[src/rtl/bin_to_bcd4.sv]
// bin_to_bcd4
// Sequential 14-bit binary to 4-digit BCD converter using the shift-and-add-3
// (double-dabble) method, one bit per clock.
// Inputs above 9999 saturate to 9999 and raise ovf with the result.
//
// Ports
//   clk       system clock, all state updates on the rising edge
//   rst       synchronous active-high reset
//   start     conversion request, only honoured while idle
//   bin       14-bit unsigned value, captured on the edge that accepts start
//   busy      high while a conversion is running
//   done      one-cycle pulse when new digits appear
//   ovf       last accepted value exceeded 9999
//   dig_thou  BCD thousands digit
//   dig_hund  BCD hundreds digit
//   dig_ten   BCD tens digit
//   dig_one   BCD ones digit
module bin_to_bcd4 (
    input  logic        clk,
    input  logic        rst,
    input  logic        start,
    input  logic [13:0] bin,
    output logic        busy,
    output logic        done,
    output logic        ovf,
    output logic [3:0]  dig_thou,
    output logic [3:0]  dig_hund,
    output logic [3:0]  dig_ten,
    output logic [3:0]  dig_one
);

    typedef enum logic [1:0] {
        IDLE   = 2'd0,
        SHIFT  = 2'd1,
        FINISH = 2'd2
    } state_t;

    state_t      state_reg;
    logic [15:0] scratch_reg;
    logic [13:0] operand_reg;
    logic [3:0]  count_reg;
    logic        ovf_pending_reg;

    // Add-3 correction applied to every BCD nibble before the shift.
    logic [15:0] adjusted;
    // {scratch, operand} after the one-bit left shift; the operand MSB
    // lands in the scratch LSB.
    logic [29:0] shifted;

    genvar gi;
    generate
        for (gi = 0; gi < 4; gi++) begin : g_adjust
            assign adjusted[gi*4 +: 4] = (scratch_reg[gi*4 +: 4] >= 4'd5)
                                       ? scratch_reg[gi*4 +: 4] + 4'd3
                                       : scratch_reg[gi*4 +: 4];
        end
    endgenerate

    assign shifted = {adjusted, operand_reg} << 1;

    always_ff @(posedge clk) begin
        if (rst) begin
            state_reg       <= IDLE;
            busy            <= 1'b0;
            done            <= 1'b0;
            ovf             <= 1'b0;
            dig_thou        <= 4'd0;
            dig_hund        <= 4'd0;
            dig_ten         <= 4'd0;
            dig_one         <= 4'd0;
            scratch_reg     <= 16'd0;
            operand_reg     <= 14'd0;
            count_reg       <= 4'd0;
            ovf_pending_reg <= 1'b0;
        end else begin
            done <= 1'b0;
            case (state_reg)
                IDLE: begin
                    if (start) begin
                        // Saturate so the four digits always hold legal BCD.
                        if (bin > 14'd9999) begin
                            operand_reg     <= 14'd9999;
                            ovf_pending_reg <= 1'b1;
                        end else begin
                            operand_reg     <= bin;
                            ovf_pending_reg <= 1'b0;
                        end
                        scratch_reg <= 16'd0;
                        count_reg   <= 4'd0;
                        busy        <= 1'b1;
                        state_reg   <= SHIFT;
                    end
                end
                SHIFT: begin
                    scratch_reg <= shifted[29:14];
                    operand_reg <= shifted[13:0];
                    count_reg   <= count_reg + 4'd1;
                    if (count_reg == 4'd13) begin
                        state_reg <= FINISH;
                    end
                end
                FINISH: begin
                    dig_thou  <= scratch_reg[15:12];
                    dig_hund  <= scratch_reg[11:8];
                    dig_ten   <= scratch_reg[7:4];
                    dig_one   <= scratch_reg[3:0];
                    ovf       <= ovf_pending_reg;
                    done      <= 1'b1;
                    busy      <= 1'b0;
                    state_reg <= IDLE;
                end
                default: begin
                    state_reg <= IDLE;
                end
            endcase
        end
    end

endmodule

[config.mk]
export PLATFORM = sky130hd
export DESIGN_NAME = bin_to_bcd4
export DESIGN_NICKNAME = d
export VERILOG_FILES = /design/src/rtl/bin_to_bcd4.sv
export SDC_FILE = /design/constraint.sdc
export NUM_CORES = 1
export LEC_CHECK = 0
export CELL_PAD_IN_SITES_DETAIL_PLACEMENT = 0
export CELL_PAD_IN_SITES_GLOBAL_PLACEMENT = 2
export CORE_MARGIN = 3
export CORE_UTILIZATION = 36
export CTS_CLUSTER_SIZE = 10
export DETAILED_ROUTE_END_ITERATION = 8
export PLACE_DENSITY = 0.81
export SLEW_MARGIN = 25
export SYNTH_ARGS = -nofsm -noshare
export SYNTH_HDL_FRONTEND = slang
export SYNTH_SLANG_ARGS = --single-unit
[constraint.sdc]
create_clock -name clk -period 3.4 [get_ports clk]
set_input_delay 0.85 -clock clk [delete_from_list [all_inputs] [get_ports clk]]
set_output_delay 0.85 -clock clk [all_outputs]
set_load 0.03 [all_outputs]
# ---- After elaboration in Yosys (flattened, before gate mapping)
# Index checks and enable logic that the tools add are counted.
dict set report totals {
  ff_bits 56
  in_bits 17
  out_inout_bits 19
  word_cells 52
}
dict set report classes {
  addsub 5
  magnitude_cmp 5
  n_eq_ne 5
  mux 18
  n_reduce_logical 7
}
# operator n
set ops {}
lappend ops {{one-hot mux 16 bit (2 select lines)} 1}
lappend ops {{two-way mux 14 bit} 2}
lappend ops {{one-hot mux 14 bit (2 select lines)} 1}
lappend ops {{>= comparator 4 x 3 -> 1 bit, second input constant} 4}
lappend ops {{two-way mux 16 bit} 1}
lappend ops {{two-way mux 4 bit} 4}
lappend ops {{greater-than comparator 14 bit, second input constant} 1}
lappend ops {{adder 4 x 2 -> 4 bit, second input constant} 3}
lappend ops {{one-hot mux 4 bit (2 select lines)} 1}
lappend ops {{AND reduction 2 bit} 4}
lappend ops {{adder 4 x 1 -> 4 bit, second input constant} 1}
lappend ops {{== test 4 bit, second input constant} 1}
lappend ops {{two-way mux 2 bit} 2}
lappend ops {{!= test 2 bit, second input constant} 2}
lappend ops {{one-hot mux 2 bit (2 select lines)} 1}
lappend ops {{nonzero test 2 bit} 2}
lappend ops {{adder 3 x 2 -> 3 bit, second input constant} 1}
lappend ops {{two-way mux 1 bit} 3}
lappend ops {{two-way mux 3 bit} 1}
lappend ops {{== test 2 x 1 -> 1 bit, second input constant} 1}
lappend ops {{== test 2 bit, second input constant} 1}
lappend ops {{zero test 2 bit} 1}
lappend ops {{one-hot mux 1 bit (2 select lines)} 1}

# ---- Depth between registers and ports, before layout
dict set report logic_depth {
  ltp_word 4
  mapped_depth 5
  depth_no_buf 5
}

# ---- Least setup slack after synthesis
# OpenSTA, ideal clock, no wires.
dict set report synth_timing {
  path_kind {input to register}
  start {input bin[6]}
  end {register operand_reg[10]}
  setup_ns 0.132
  arrival_time_ns 1.832
  t_required_ns 3.268
  setup_slack_ns 1.436
  path_stages 3
  path_buffers 0
  cell_sequence {or4_4 a211oi_4 a211oi_1}
}
dict set report synth_via {
  elab_chain_len 4
}
# element line_no
set synth_rtl {}
lappend synth_rtl {{start: declaration} 22} ;# input logic [13:0] bin,
lappend synth_rtl {{greater-than comparator 14 bit} 81} ;# if (bin > 14'd9999) begin
lappend synth_rtl {{two-way mux 14 bit} 81}
lappend synth_rtl {{two-way mux 14 bit} 79} ;# if (start) begin
lappend synth_rtl {{one-hot mux 14 bit (2 select lines)} 77} ;# case (state_reg)
lappend synth_rtl {{end signal: assignment} 85} ;# operand_reg <= bin;
lappend synth_rtl {{end signal: assignment} 96} ;# operand_reg <= shifted[13:0];
lappend synth_rtl {{end: declaration} 40} ;# logic [13:0] operand_reg;
# Every way passes these cells. The select of a mux whose other input is x is not followed.
# A chain may end at the register's enable or synchronous reset.

# ---- Final worst setup path
dict set report layout_timing {
  start {input start}
  end {register operand_reg[10]}
}
dict set report layout_via {
  elab_chain_len 2
}
# element line_no
set layout_rtl {}
lappend layout_rtl {{start: declaration} 21} ;# input logic start,
lappend layout_rtl {{!= test 2 bit (no line)} --}
lappend layout_rtl {{AND reduction 2 bit (no line)} --}
# Every way passes these cells.

==> flow_summary.json <==
{
  "power_leakage_nw": 1.03,
  "num_antenna_cells": 0,
  "status": "finished clean",
  "ant_nets": 0,
  "final_cell_area_mm2": 0.00311,
  "worst-setup-path-type": "input pin to register",
  "rows": 30,
  "fmax_mhz": 434,
  "synth_edf_count": 0,
  "finalNonFillerCells": 405,
  "synthCells": 278,
  "slew_viol_final": 0,
  "synthFlopType": "dfxtp_1",
  "dpl_cell_area_mm2": 0.00299,
  "async_flop_share": 0,
  "endpoint_kind": "register",
  "via_per_inst": 5.27,
  "routed_wl_um": 5900,
  "cts_tree": "built",
  "finalSetupViolations": 0,
  "fillers": 690,
  "maxCapViolCount": 0,
  "drc": 0,
  "layout_commonest_cell": "dfxtp_1",
  "grt_overflow": 0,
  "first_iter_violations": 90,
  "grt_antenna_before_repair": 0,
  "numCtsBuffers": 5,
  "syn-num-nets": 305,
  "tightest_slew_ns": 0.907,
  "largest_reg_flops": 16,
  "startpoint_type": "input pin",
  "post_drt_wl_per_cell_um": 14.6,
  "gp_congestion": 0.812,
  "ys_types": 40,
  "drive_gt1_frac": 0.0680,
  "fin_crit_sh": 0.677,
  "crit_required_ns": 3.59,
  "irDropWorstVdd_v": 0.000235,
  "insertion_delay_ns": 0.32,
  "hold_path.class": "register to register",
  "rrSetupSlack_ns": 1.50,
  "post-cts-setup-buffers": 0,
  "cts.reportedPaths.clkPinSlew_ns": 0.10,
  "grt_pass1_wl_um": 10100,
  "hold_violations": 0,
  "grt_pass1_vias": 2078,
  "grt_usage": 0.149,
  "ios": 36,
  "start_util": 0.374,
  "path_max_fanout": 10,
  "htree_levels": 2,
  "core_mm2": 0.00683,
  "fin_crit_ns": 2.30,
  "skew_ns": 0.00976,
  "place_hpwl_um": 4080,
  "grt_max_degree": 21,
  "nets": 335,
  "clock_sinks": 56,
  "fp.dieW_um": 90.2,
  "cts_resized": 0,
  "ctsLongestPathBuffers": 2,
  "crit_arrival_ns": 2.49,
  "timing.slew.headroom": 0.392,
  "tns_ns": 0,
  "ctsHoldBuffers": 0,
  "area_growth_pct": 21.7,
  "die_area_mm2": 0.00814,
  "yosysSeqAreaShare": 0.439,
  "root_buffer": "clkbuf_8",
  "first_pass_iters": 4,
  "postSynthAreaPerCell_um2": 9.19,
  "dpl.cell_count": 397,
  "netlist_area_mm2": 0.00255,
  "fp.dieH_um": 90.2,
  "powerDensity_mw_per_mm2": 413,
  "ys_warn_count": 0,
  "synth_seq_cells": 56,
  "via_count": 2134,
  "io_buffers": 35,
  "mostFrequentLayoutCells": "dfxtp_1, clkdlybuf4s50_1, inv_1, nand3_1, a22o_1",
  "rsz0062_at_grt": "false"
}
[worst max-delay path: stages]
cell	delay, ns
clkdlybuf4s50_1	0.56
or3b_1	0.56
a211oi_4	0.39
a211oi_1	0.13
[report_power, final]
group / internal (mW) / switching, mW
Combinational: 0.0513 / 0.0726
Sequential: 0.675 / 0.0146
Clock: 0.241 / 0.230
Total: 0.967 / 0.318
[logic make-up after synthesis]
family	Yosys count	synth area share
mux	1	0.00392
simple gates	76	0.171
buf+inv	43	0.0701
fa+ha+maj	10	0.0490
flops	56	0.439
compound gates	89	0.257
xor+xnor	3	0.0103
[stage by stage]
step / power (mW) / utilization / hold slack, ns / setup WS [ns]
after floorplan: 0.778 / - / 0.432 / 1.44
after global placement: 0.828 / 0.437 / 0.445 / 0.759
after detailed placement: 0.829 / 0.437 / 0.456 / 0.756
after CTS: 1.29 / 0.455 / 0.470 / 1.08
after global routing: 1.33 / 0.455 / 0.488 / 0.949
final: 1.28 / 0.455 / 0.463 / 1.10
[area by class of cell]
class | count | area (µm²) | share of cell area
Tap cell | 96 | 120 | 0.0386
Inverter | 25 | 93.8 | 0.0302
Multi-Input combinational cell | 179 | 1260 | 0.404
Clock inverter | 2 | 38.8 | 0.0125
Timing Repair Buffer | 41 | 395 | 0.127
Sequential cell | 56 | 1120 | 0.361
Clock buffer | 6 | 82.6 | 0.0266
[Yosys cell counts, types with 2 or more instances]
library cell	instances	area (µm²)
dfxtp_1	56	1120
inv_1	25	93.8
nand3_1	25	125
a22o_1	17	149
o21ai_0	16	80.1
o2111ai_1	12	105
a21oi_1	10	50.1
ha_1	10	125
nand2_1	9	33.8
o211ai_1	9	67.6
buf_2	8	40.0
nor3_1	8	40.0
a211oi_1	7	52.6
nor2b_1	7	43.8
clkbuf_1	6	22.5
nand2b_1	6	37.5
nor2_1	5	18.8
nor4b_1	5	43.8
o21a_1	5	37.5
a31oi_1	4	25.0
o41ai_1	3	26.3
xnor2_1	3	26.3
a222oi_1	2	20.0
buf_1	2	7.51
buf_4	2	15.0
nor3b_2	2	25.0
[per-layer routing]
metal  vias up  part of all wire  track usage
li1       1092                 -            -
met1      1001              0.50        0.196
met2        35              0.46        0.243
met3         6             0.034       0.0293
met4         0             0.011       0.0497
met5         -                 0            0
[final timing paths]
| kind | start | to | cells past startpoint |
|---|---|---|---|
| max | start | operand_reg[10]$_SDFFE_PP0P_ | 4 |
| min | operand_reg[13]$_SDFFE_PP0P_ | scratch_reg[0]$_SDFFE_PP0P_ | 2 |
| max reg2reg | state_reg[0]$_SDFFE_PP0P_ | operand_reg[11]$_SDFFE_PP0P_ | 3 |
| min reg2reg | operand_reg[13]$_SDFFE_PP0P_ | scratch_reg[0]$_SDFFE_PP0P_ | 2 |
No activity file was read; power rests on OpenSTA's default activity.
